### src/rtl/seq_adder_pkg.sv
// Shared types and sizing helpers for the multi-cycle chunked adder.
package seq_adder_pkg;

  typedef enum logic [1:0] {
    IDLE = 2'd0,
    BUSY = 2'd1,
    DONE = 2'd2
  } state_e;

  function automatic int num_chunks(input int width, input int chunk);
    return width / chunk;
  endfunction

  // Chunk index width; a single-chunk adder still needs a 1-bit index.
  function automatic int idx_width(input int n);
    return (n <= 1) ? 1 : $clog2(n);
  endfunction

endpackage

### src/rtl/seq_adder_chunk_adder.sv
// Combinational CHUNK-bit ripple adder; exposes the carry into its top bit for overflow.
module chunk_adder #(
  parameter int CHUNK = 4
) (
  input  logic [CHUNK-1:0] a,
  input  logic [CHUNK-1:0] b,
  input  logic             ci,
  output logic [CHUNK-1:0] s,
  output logic             co,
  output logic             c_msb_in
);

  logic c;

  always_comb begin
    c        = ci;
    s        = '0;
    c_msb_in = 1'b0;
    for (int unsigned i = 0; i < CHUNK; i++) begin
      c_msb_in = c;
      s[i]     = a[i] ^ b[i] ^ c;
      c        = (a[i] & b[i]) | (c & (a[i] ^ b[i]));
    end
    co = c;
  end

endmodule

### src/rtl/seq_adder.sv
// Multi-cycle ripple adder, CHUNK bits per clock, valid/ready on both sides.
// Define SEQ_ADDER_SUB_EN to add the 'sub' port (out = num1 - num2 when sub=1).
module seq_adder
  import seq_adder_pkg::*;
#(
  parameter int WIDTH = 16,
  parameter int CHUNK = 4
) (
  input  logic             clk,
  input  logic             rst,
  input  logic             in_valid,
  output logic             in_ready,
  input  logic [WIDTH-1:0] num1,
  input  logic [WIDTH-1:0] num2,
  input  logic             cin,
`ifdef SEQ_ADDER_SUB_EN
  input  logic             sub,
`endif
  output logic             out_valid,
  input  logic             out_ready,
  output logic [WIDTH-1:0] out,
  output logic             cout,
  output logic             ovf
);

  localparam int N     = num_chunks(WIDTH, CHUNK);
  localparam int IDX_W = idx_width(N);
  localparam logic [IDX_W-1:0] LAST_IDX = IDX_W'(N - 1);

  if (WIDTH % CHUNK != 0) begin : g_bad_chunk
    $error("seq_adder: WIDTH must be a multiple of CHUNK");
  end

  state_e             state_q, state_d;
  logic [WIDTH-1:0]   a_q, a_d, b_q, b_d, out_q, out_d;
  logic [IDX_W-1:0]   idx_q, idx_d;
  logic               carry_q, carry_d, cout_q, cout_d, ovf_q, ovf_d;

  logic [CHUNK-1:0]   a_chunk, b_chunk, sum_s;
  logic               sum_co, sum_msb_in, op_sub;
  int                 base;

`ifdef SEQ_ADDER_SUB_EN
  assign op_sub = sub;
`else
  assign op_sub = 1'b0;
`endif

  always_comb begin
    base    = int'(idx_q) * CHUNK;
    a_chunk = a_q[base +: CHUNK];
    b_chunk = b_q[base +: CHUNK];
  end

  chunk_adder #(.CHUNK(CHUNK)) u_chunk (
    .a        (a_chunk),
    .b        (b_chunk),
    .ci       (carry_q),
    .s        (sum_s),
    .co       (sum_co),
    .c_msb_in (sum_msb_in)
  );

  always_comb begin
    state_d = state_q;
    a_d     = a_q;
    b_d     = b_q;
    carry_d = carry_q;
    idx_d   = idx_q;
    out_d   = out_q;
    cout_d  = cout_q;
    ovf_d   = ovf_q;
    unique case (state_q)
      IDLE: begin
        if (in_valid) begin
          a_d     = num1;
          // Subtraction is a + ~b + 1, so the carry seed replaces cin.
          b_d     = op_sub ? ~num2 : num2;
          carry_d = op_sub | cin;
          idx_d   = '0;
          state_d = BUSY;
        end
      end
      BUSY: begin
        out_d[base +: CHUNK] = sum_s;
        carry_d              = sum_co;
        idx_d                = idx_q + 1'b1;
        if (idx_q == LAST_IDX) begin
          cout_d  = sum_co;
          ovf_d   = sum_msb_in ^ sum_co;
          state_d = DONE;
        end
      end
      DONE: begin
        if (out_ready) state_d = IDLE;
      end
      default: state_d = IDLE;
    endcase
  end

  always_ff @(posedge clk) begin
    if (rst) begin
      state_q <= IDLE;
      a_q     <= '0;
      b_q     <= '0;
      carry_q <= 1'b0;
      idx_q   <= '0;
      out_q   <= '0;
      cout_q  <= 1'b0;
      ovf_q   <= 1'b0;
    end else begin
      state_q <= state_d;
      a_q     <= a_d;
      b_q     <= b_d;
      carry_q <= carry_d;
      idx_q   <= idx_d;
      out_q   <= out_d;
      cout_q  <= cout_d;
      ovf_q   <= ovf_d;
    end
  end

  assign in_ready  = (state_q == IDLE);
  assign out_valid = (state_q == DONE);
  assign out       = out_q;
  assign cout      = cout_q;
  assign ovf       = ovf_q;

endmodule

### config.mk
export PLATFORM = sky130hd
export DESIGN_NAME = seq_adder
export DESIGN_NICKNAME = d
export VERILOG_FILES = /design/src/rtl/seq_adder_pkg.sv /design/src/rtl/seq_adder_chunk_adder.sv /design/src/rtl/seq_adder.sv
export SDC_FILE = /design/constraint.sdc
export NUM_CORES = 1
export LEC_CHECK = 0
export CORE_MARGIN = 2
export CORE_UTILIZATION = 54
export CTS_CLUSTER_SIZE = 12
export DETAILED_ROUTE_END_ITERATION = 10
export MAX_ROUTING_LAYER = met4
export PLACE_DENSITY = 0.82
export SYNTH_ARGS = -nofsm -noshare
export SYNTH_HDL_FRONTEND = slang
export SYNTH_SLANG_ARGS = --single-unit
### constraint.sdc
create_clock -name clk -period 8.8 [get_ports clk]
set_input_delay 2.64 -clock clk [delete_from_list [all_inputs] [get_ports clk]]
set_output_delay 2.64 -clock clk [all_outputs]
set_load 0.01 [all_outputs]
==> results of run 1 <==
[worst reg2reg max path: stages (launching register included)]
cell,delay (ps)
dfxtp_1,880
mux4_2,610
inv_1,90
fa_1,190
fa_1,170
inv_1,50
fa_1,410
fa_1,610
nand4_1,120
a21oi_1,160
[routing by layer]
layer	wire length (um)	track usage, %	vias to the layer above
met5	0	-	-
met4	68	5.97	0
met3	211	4.28	8
met2	2620	35.7	49
met1	2250	27.1	948
li1	-	-	1035
[report_power, final]
part | total, uW | switching [uW] | internal [uW]
sequential | 270 | 9.92 | 260
combinational | 79.2 | 39.0 | 40.2
clock | 161 | 77.5 | 83.5
total | 511 | 126 | 384
[final cells by class]
class / instances / area (sq um)
multi-input cells: 193 / 1290
clock buffers: 6 / 72.6
repair buffers: 56 / 556
well taps: 54 / 67.6
fillers: 390 / 1500
flip-flops and latches: 55 / 1100
inverters: 12 / 45.0
clock inverters: 1 / 30.0
[synthesized netlist by cell type (all sizes together) (2+ instances only)]
| cell | n | area (sq um) |
|---|---|---|
| o32ai | 8 | 100 |
| nor2 | 8 | 30.0 |
| dfxtp | 55 | 1100 |
| or3 | 5 | 31.3 |
| nand4 | 3 | 33.8 |
| a32oi | 2 | 17.5 |
| nand3b | 4 | 30.0 |
| nand2b | 9 | 63.8 |
| nand2 | 74 | 278 |
| and2 | 2 | 15.0 |
| nor2b | 4 | 32.5 |
| ha | 6 | 75.1 |
| mux4 | 8 | 180 |
| nand3 | 2 | 10.0 |
| clkbuf | 5 | 22.5 |
| a21oi | 45 | 225 |
| buf | 12 | 105 |
| fa | 4 | 80.1 |
| inv | 12 | 45.0 |
[sequential cells by signal (all words and copies together), names as in the netlist]
register  flops
idx_q         2
out          16
b_q          16
carry_q       1
state_q       2
ovf           1
a_q          16
cout          1
[worst paths after layout]
kind	start	endpoint	slack (ps)	cells past startpoint
max	state_q[1]$_SDFFE_PP0P_	out_valid	4400	2
min	out[5]$_SDFFE_PP0P_	out[5]$_SDFFE_PP0P_	450	2
max reg2reg	idx_q[0]$_SDFFE_PP0P_	out[7]$_SDFFE_PP0P_	5440	9
min reg2reg	out[5]$_SDFFE_PP0P_	out[5]$_SDFFE_PP0P_	450	2
[per-stage QoR]
stage / cells / hold slack, ps / total power (uW) / utilization (%) / cell area (sq um)
after floorplan: 277 / 433 / 328 / - / 2560
after global placement: 370 / 439 / 354 / 65.7 / 3060
after detailed placement: 370 / 444 / 355 / 65.7 / 3060
after CTS: 377 / 457 / 514 / 67.9 / 3160
after global routing: 377 / 474 / 534 / 67.9 / 3160
final: 377 / 454 / 511 / 67.9 / 3160
[cell families (layout without fill, tap and decap cells)]
kind of cell    Yosys count  in the layout  synth area share (%)
flops                    55             55                  42.9
xor+xnor                  1              1                 0.342
compound gates           58             58                  14.3
simple gates            116            116                  22.6
buf+inv                  29             75                  6.73
mux                       8              8                  7.02
fa+ha+maj                10             10                  6.05
==> flow_metrics.env, run 1 <==
export IMPL_grt_max_degree=62
export IMPL_ir_drop_mv=0.100
export IMPL_die_width_um=72.9
export IMPL_gp_congestion=0.818
export IMPL_clock_tree_root_cell="clkbuf_8"
export IMPL_ys_seq_area_share_pct=42.9
export IMPL_cts_tree="yes"
export IMPL_finalSetupTns_ps=0
export IMPL_clk_path_buf_depth=2
export IMPL_wl_per_cell_um=13.7
export IMPL_mostFrequentLayoutCells="nand2_1, dfxtp_1, clkdlybuf4s50_1"
export IMPL_start_kind="flop"
export IMPL_max_freq_mhz=227
export IMPL_cp_top_family="flip-flops"
export IMPL_arrival_ps=1760
export IMPL_tritoncts_num_buffers=5
export IMPL_worstPathRequired_ps=6160
export IMPL_skew_ps=6.77
export IMPL_finalSetupViolations=0
export IMPL_die_h_um=72.9
export IMPL_drt_pass1_iter_count=4
export IMPL_clock_sinks=55
export IMPL_io_pin_count=57
export IMPL_worst_path_max_fanout=14
export IMPL_grt_use_total_pct=21.6
export IMPL_layout_drive_gt1_share_pct=7.43
export IMPL_post_cts_resized=0
export IMPL_fin_crit_ps=4400
export IMPL_port_buffers=56
export IMPL_synth_distinct_cells=37
export IMPL_hold_violations=0
export IMPL_synth_main_ff_cell="dfxtp_1"
export IMPL_htree_levels=2
export IMPL_path_cells="nor2b_1, clkdlybuf4s50_1"
export IMPL_cp_slowest_cell="dfxtp_1"
export IMPL_pre_cts_ws_ps=4220
export IMPL_coreArea_sq_um=4660
export IMPL_fin_crit_sh_pct=50.0
export IMPL_synth_cell_area_sq_um=2560
export IMPL_postSynthAreaPerCell_sq_um=9.26
export IMPL_maxCapViolCount=0
export IMPL_rsz0062_at_grt="no"
export IMPL_fin_ws_ps=4400
export IMPL_crit_buf_inv=1
export IMPL_yosysWarningCount=0
export IMPL_grt_pass1_vias=1902
export IMPL_powerDensity_nw_per_um2=161
export IMPL_vias=2040
export IMPL_ys_ff_latch=55
export IMPL_status="finished, final reports clean"
export IMPL_start_util_pct=55.0
export IMPL_synth_fp_nets=324
export IMPL_ant_nets=0
export IMPL_antenna_found_initial=0
export IMPL_dieArea_sq_um=5320
export IMPL_row_count=25
export IMPL_clkTransAtPathRegs_ps=90
export IMPL_final_common_cell="nand2_1"
export IMPL_diodes=0
export IMPL_postSynthCellCount=277
export IMPL_synth_edf_count=0
export IMPL_nNetsFinal=370
export IMPL_tightest_slew_ps=1140
export IMPL_slew_headroom_pct=23.9
export IMPL_finalWirelength_um=5150
export IMPL_via_per_inst=5.41
export IMPL_cts_hold_buf=0
export IMPL_post_dp_hpwl_um=3570
export IMPL_post_cts_setup_buffers=0
export IMPL_p_leak_uw=0.00111
export IMPL_drt_iter0_drc=183
export IMPL_clock_latency_ps=300
export IMPL_synthToLayoutAreaGrowth_pct=23.3
export IMPL_critPathKind="reg -> out"
export IMPL_gr_total_overflow=0
export IMPL_grt_first_pass_wirelength_um=8590
export IMPL_crit_path_end_kind="output pin"
export IMPL_hold_class="reg -> reg"
export IMPL_slew_violations=0
export IMPL_drcViolationCount=0
export IMPL_synthArstFlopShare_pct=0
export IMPL_slowest_delay_ps=670
No activity file was read; power rests on OpenSTA's default activity.
==> run 2, diff against run 1 <==
--- a/config.mk
+++ b/config.mk
@@ -6,11 +6,11 @@
 export NUM_CORES = 1
 export LEC_CHECK = 0
 export CORE_MARGIN = 2
-export CORE_UTILIZATION = 54
+export CORE_UTILIZATION = 50
 export CTS_CLUSTER_SIZE = 12
 export DETAILED_ROUTE_END_ITERATION = 10
 export MAX_ROUTING_LAYER = met4
-export PLACE_DENSITY = 0.82
+export PLACE_DENSITY = 0.76
 export SYNTH_ARGS = -nofsm -noshare
 export SYNTH_HDL_FRONTEND = slang
 export SYNTH_SLANG_ARGS = --single-unit
==> constraint.sdc (replaced) <==
create_clock -name clk -period 4.6 [get_ports clk]
set_input_delay 1.38 -clock clk [delete_from_list [all_inputs] [get_ports clk]]
set_output_delay 1.38 -clock clk [all_outputs]
set_load 0.01 [all_outputs]
==> run 2 against run 1 <==
Final area is 0.51% higher. Total power is 81% higher. Count of clock-buffer cells in the layout is 1 lower. Clock skew down 0.70 ps. Setup slack got worse by 3000 ps. Global-route usage decreased by 0.85 points. Wire length rose by 1.9%. Utilization shrank 4.8 points. Combinational power is 94% higher. Largest power group unchanged.
==> flow_metrics.env, run 2 (synthesized netlist as in run 1, its figures left out) <==
export IMPL_status="finished, final reports clean"
export IMPL_combPwrFrac_pct=16.6
export IMPL_slew_violations=0
export IMPL_hold_violations=0
export IMPL_max_freq_mhz=311
export IMPL_dieArea_sq_um=5720
export IMPL_htree_levels=2
export IMPL_finalSetupViolations=0
export IMPL_vias=2062
export IMPL_grt_use_total_pct=20.8
export IMPL_skew_ps=6.08
export IMPL_post_cts_resized=0
export IMPL_gr_total_overflow=0
export IMPL_min_from="out[4]$_SDFFE_PP0P_"
export IMPL_hold_class="reg -> reg"
export IMPL_ant_nets=0
export IMPL_p_leak_uw=0.00112
export IMPL_fin_crit_sh_pct=69.9
export IMPL_min_to="out[4]$_SDFFE_PP0P_"
export IMPL_diodes=0
export IMPL_r2r_cells=10
export IMPL_post_cts_setup_buffers=0
export IMPL_power_switching_uw=246
export IMPL_cts_hold_buf=0
export IMPL_cts_tree="yes"
export IMPL_grt_first_pass_wirelength_um=8700
export IMPL_start_kind="flop"
export IMPL_rrSetupSlack_ps=1380
export IMPL_layout_drive_gt1_share_pct=8.59
export IMPL_path_cells="mux4_2, inv_1, fa_1, fa_1, inv_1, fa_1, fa_1, xor2_1, nor2_1, nor3_1"
export IMPL_critPathKind="reg -> reg"
export IMPL_slew_headroom_pct=28.3
export IMPL_reg2reg_to="ovf$_SDFFE_PP0P_"
export IMPL_ir_drop_mv=0.194
export IMPL_cpMostUsedCell="fa_1"
export IMPL_multiInputGateArea_sq_um=1290
export IMPL_nNetsFinal=372
export IMPL_fin_crit_ps=3220
export IMPL_arrival_ps=3370
export IMPL_drt_iter0_drc=126
export IMPL_holdPathStages=2
export IMPL_seq_area_sq_um=1100
export IMPL_clkTransAtPathRegs_ps=90
export IMPL_cp_slowest_cell="dfxtp_1"
export IMPL_die_h_um=75.6
export IMPL_finalWirelength_um=5250
export IMPL_clock_sinks=55
export IMPL_die_width_um=75.6
export IMPL_power_clock_fraction_pct=27.6
export IMPL_mostFrequentLayoutCells="nand2_1, dfxtp_1, clkdlybuf4s50_1"
export IMPL_row_count=26
export IMPL_post_dp_hpwl_um=3650
export IMPL_seq_power_share_pct=55.8
export IMPL_powerDensity_nw_per_um2=291
export IMPL_maxCapViolCount=0
export IMPL_crit_path_end_kind="flop"
export IMPL_fin_cells=396
export IMPL_clk_path_buf_depth=2
export IMPL_finalSetupTns_ps=0
export IMPL_grt_max_degree=62
export IMPL_swShare_pct=26.5
export IMPL_internal_power_uw=680
export IMPL_rsz0062_at_grt="no"
export IMPL_slowest_delay_ps=790
export IMPL_drcViolationCount=0
export IMPL_worstPathRequired_ps=4750
export IMPL_final_common_cell="nand2_1"
export IMPL_synthToLayoutAreaGrowth_pct=24.0
export IMPL_grt_pass1_vias=1881
export IMPL_r2r_start="idx_q[0]$_SDFFE_PP0P_"
export IMPL_port_buffers=56
export IMPL_start_util_pct=50.9
export IMPL_gp_congestion=0.789
export IMPL_worst_path_max_fanout=16
export IMPL_io_pin_count=57
export IMPL_coreArea_sq_um=5040
export IMPL_drt_pass1_iter_count=5
export IMPL_clock_latency_ps=310
export IMPL_tightest_slew_ps=1080
export IMPL_tritoncts_num_buffers=5
export IMPL_via_per_inst=5.21
export IMPL_dp_cells=388
export IMPL_wl_per_cell_um=13.3
export IMPL_nFillCells=479
export IMPL_antenna_found_initial=0
export IMPL_clock_tree_root_cell="clkbuf_8"
## run 2: changes by cell type in the layout (fill, tap and decap cells not counted), sizes merged
cell and delta:
buf +2, clkbuf -1, clkinv +3, bufinv -1
## run 2: critical path: cells and delay by family, from the launching register on
family                   cells  cell delay, ps
buffers and inverters        2             140
adder cells (fa/ha/maj)      4            1210
AND/OR/NAND/NOR              2             140
multiplexers                 1             600
XOR/XNOR                     1             180
flip-flops                   1             790
## run 2: worst max-delay path by stage
stage	start	to	slack, ps	cells past startpoint
2_1_floorplan	idx_q[0]$_SDFFE_PP0P_	ovf$_SDFFE_PP0P_	1740	11
3_3_place_gp	in_valid	idx_q[1]$_SDFFE_PP0P_	1360	4
3_5_place_dp	in_valid	idx_q[1]$_SDFFE_PP0P_	1360	4
4_1_cts	idx_q[0]$_SDFFE_PP0P_	ovf$_SDFFE_PP0P_	1390	10
5_1_grt	idx_q[0]$_SDFFE_PP0P_	ovf$_SDFFE_PP0P_	1170	10
6_report	idx_q[0]$_SDFFE_PP0P_	ovf$_SDFFE_PP0P_	1380	10
## run 2: cell type report
class / count / area share [%]
Inverter: 12 / 1.42
Timing Repair Buffer: 58 / 17.9
Multi-Input combinational cell: 193 / 40.6
Tap cell: 70 / 2.75
Clock buffer: 5 / 2.16
Clock inverter: 3 / 0.472
Sequential cell: 55 / 34.6
## run 2: power groups by stage
stage / Clock, uW / Combinational (uW) / Sequential, uW
global placement: 0 / 152 / 527
finish: 255 / 154 / 517
CTS: 263 / 155 / 517
global route: 276 / 171 / 520
detailed placement: 0 / 154 / 528
floorplan: 0 / 109 / 519
## run 2: through the flow
step	power [uW]	instance area (sq um)	hold WS, ps	setup slack [ps]	util [%]
floorplan	628	2560	433	1740	-
global placement	679	3100	440	1360	61.4
detailed placement	682	3100	445	1360	61.4
CTS	934	3180	459	1390	63.1
global route	967	3180	479	1170	63.1
finish	926	3180	455	1380	63.1
## run 2: metal layers
metal | track usage, % | routed length [um] | vias up
met4 | 6.43 | 66 | 0
met5 | - | 0 | -
li1 | - | - | 1031
met3 | 4.37 | 256 | 6
met2 | 33.2 | 2630 | 58
met1 | 26.5 | 2300 | 967
==> run 3, diff against run 2 <==
==> constraint.sdc (replaced) <==
create_clock -name clk -period 3 [get_ports clk]
set_input_delay 0.9 -clock clk [delete_from_list [all_inputs] [get_ports clk]]
set_output_delay 0.9 -clock clk [all_outputs]
set_load 0.01 [all_outputs]
==> run 3 against run 2 <==
Final cell count up 1.0%. Count of clock-buffer cells in the layout increased by 1. Sequential power increased by 53%. Total power grew 56%. Via count rose by 0.97%. Critical endpoint is now out[15]$_SDFFE_PP0P_. Highest routed layer unchanged. Wire length increased by 5.1%. Global-route usage up 1.4 points. Fmax up 15%. Register-to-register slack lost 1200 ps. Utilization rose by 0.84 points. Critical path depth fell by 1.
==> flow_metrics.env, run 3 (synthesized netlist as in run 1, its figures left out) <==
export IMPL_status="finished, final reports clean"
export IMPL_finalWirelength_um=5520
export IMPL_critPathKind="reg -> reg"
export IMPL_diodes=0
export IMPL_drt_pass1_iter_count=4
export IMPL_hold_violations=0
export IMPL_arrival_ps=2950
export IMPL_grt_pass1_vias=2077
export IMPL_r2r_cells=9
export IMPL_max_freq_mhz=358
export IMPL_seq_area_sq_um=1100
export IMPL_holdPathStages=2
export IMPL_reg2reg_to="out[15]$_SDFFE_PP0P_"
export IMPL_clock_tree_root_cell="clkbuf_8"
export IMPL_clk_path_buf_depth=2
export IMPL_clock_sinks=55
export IMPL_post_cts_setup_buffers=0
export IMPL_vias=2082
export IMPL_path_cells="buf_4, mux4_2, inv_1, fa_1, inv_1, fa_1, fa_1, a32oi_1, nor2_1"
export IMPL_row_count=26
export IMPL_wl_per_cell_um=13.8
export IMPL_nNetsFinal=377
export IMPL_post_cts_resized=0
export IMPL_io_pin_count=57
export IMPL_gp_congestion=0.811
export IMPL_ant_nets=0
export IMPL_cts_hold_buf=0
export IMPL_endpoint="out[15]$_SDFFE_PP0P_"
export IMPL_start_kind="flop"
export IMPL_cp_num_cells=9
export IMPL_p_leak_uw=0.00115
export IMPL_slew_headroom_pct=43.2
export IMPL_drcViolationCount=0
export IMPL_die_h_um=75.6
export IMPL_mostFrequentLayoutCells="nand2_1, clkdlybuf4s50_1, dfxtp_1"
export IMPL_r2r_start="idx_q[0]$_SDFFE_PP0P_"
export IMPL_slew_violations=0
export IMPL_post_dp_hpwl_um=3850
export IMPL_clkTransAtPathRegs_ps=90
export IMPL_tightest_slew_ps=852
export IMPL_crit_path_end_kind="flop"
export IMPL_worst_path_max_fanout=11
export IMPL_port_buffers=56
export IMPL_clock_latency_ps=300
export IMPL_cpMostUsedCell="fa_1"
export IMPL_drt_iter0_drc=102
export IMPL_start_util_pct=50.9
export IMPL_grt_max_degree=48
export IMPL_fin_crit_sh_pct=93.0
export IMPL_finalSetupTns_ps=0
export IMPL_slowest_delay_ps=520
export IMPL_synthToLayoutAreaGrowth_pct=25.6
export IMPL_multiInputGateArea_sq_um=1290
export IMPL_crit_start="idx_q[0]$_SDFFE_PP0P_"
export IMPL_rsz0062_at_grt="no"
export IMPL_rrSetupSlack_ps=210
export IMPL_dieArea_sq_um=5720
export IMPL_htree_levels=2
export IMPL_hold_class="reg -> reg"
export IMPL_final_common_cell="nand2_1"
export IMPL_grt_use_total_pct=22.2
export IMPL_antenna_found_initial=0
export IMPL_post_route_util_pct=63.9
export IMPL_layout_drive_gt1_share_pct=10.0
export IMPL_gr_total_overflow=0
export IMPL_crit_buf_inv=3
export IMPL_via_per_inst=5.21
export IMPL_coreArea_sq_um=5040
export IMPL_cp_top_family="adder cells"
export IMPL_powerDensity_nw_per_um2=447
export IMPL_finalSetupViolations=0
export IMPL_cp_slowest_cell="mux4_2"
export IMPL_nFillCells=459
export IMPL_tritoncts_num_buffers=5
export IMPL_maxCapViolCount=0
export IMPL_worstPathRequired_ps=3160
export IMPL_skew_ps=9.13
export IMPL_ir_drop_mv=0.334
export IMPL_grt_first_pass_wirelength_um=9360
export IMPL_cts_tree="yes"
export IMPL_fin_crit_ps=2790
export IMPL_die_width_um=75.6
## run 3: changes by cell type in the layout (fill, tap and decap cells not counted), sizes merged
| cell | previous run | this run |
|---|---|---|
| clkbuf | 5 | 6 |
| clkinv | 3 | 1 |
| buf | 3 | 8 |
## run 3: worst register-to-register path, stage by stage, from the launching register on
cell and delay [ps]:
dfxtp_2 390, buf_4 200, mux4_2 520, inv_1 110, fa_1 190, inv_1 60, fa_1 410, fa_1 520
a32oi_1 210, nor2_1 50
## run 3: worst min path at each step
stage / start / end / slack, ps
after floorplan: a_q[6]$_SDFFE_PP0P_ / a_q[6]$_SDFFE_PP0P_ / 430
after global placement: out[5]$_SDFFE_PP0P_ / out[5]$_SDFFE_PP0P_ / 440
after detailed placement: out[5]$_SDFFE_PP0P_ / out[5]$_SDFFE_PP0P_ / 450
after CTS: out[5]$_SDFFE_PP0P_ / out[5]$_SDFFE_PP0P_ / 460
after global routing: out[6]$_SDFFE_PP0P_ / out[6]$_SDFFE_PP0P_ / 480
final: out[6]$_SDFFE_PP0P_ / out[6]$_SDFFE_PP0P_ / 450
## run 3: area by class of cell
class / instances / share of cell area [%]
clock buffer: 6 / 2.56
clock inverter: 1 / 0.155
inverter: 12 / 1.40
multi-input combinational: 193 / 40.1
sequential: 55 / 34.2
tap: 70 / 2.72
timing repair buffer: 63 / 18.9
## run 3: metrics by stage
stage	setup slack (ps)	power (uW)	hold WS (ps)	instances	area [sq um]
2_1_floorplan	141	963	433	277	2560
3_3_place_gp	267	1050	441	393	3130
3_5_place_dp	193	1050	446	393	3130
4_1_cts	140	1450	458	400	3220
5_1_grt	79.5	1510	480	400	3220
6_report	209	1440	454	400	3220
## run 3: report_power, final
| part | internal (uW) | switching (uW) | total [uW] |
|---|---|---|---|
| clock network | 182 | 222 | 404 |
| logic | 124 | 123 | 247 |
| registers | 764 | 25.4 | 790 |
| total | 1070 | 371 | 1440 |
## run 3: per-layer routing
layer  track usage [%]  vias to the layer above  wire [um]
met4              6.82                        0         82
met3              4.10                       10        252
met2              37.0                       58       2700
li1                  -                     1047          -
met5                 -                        -          0
met1              27.4                      967       2490
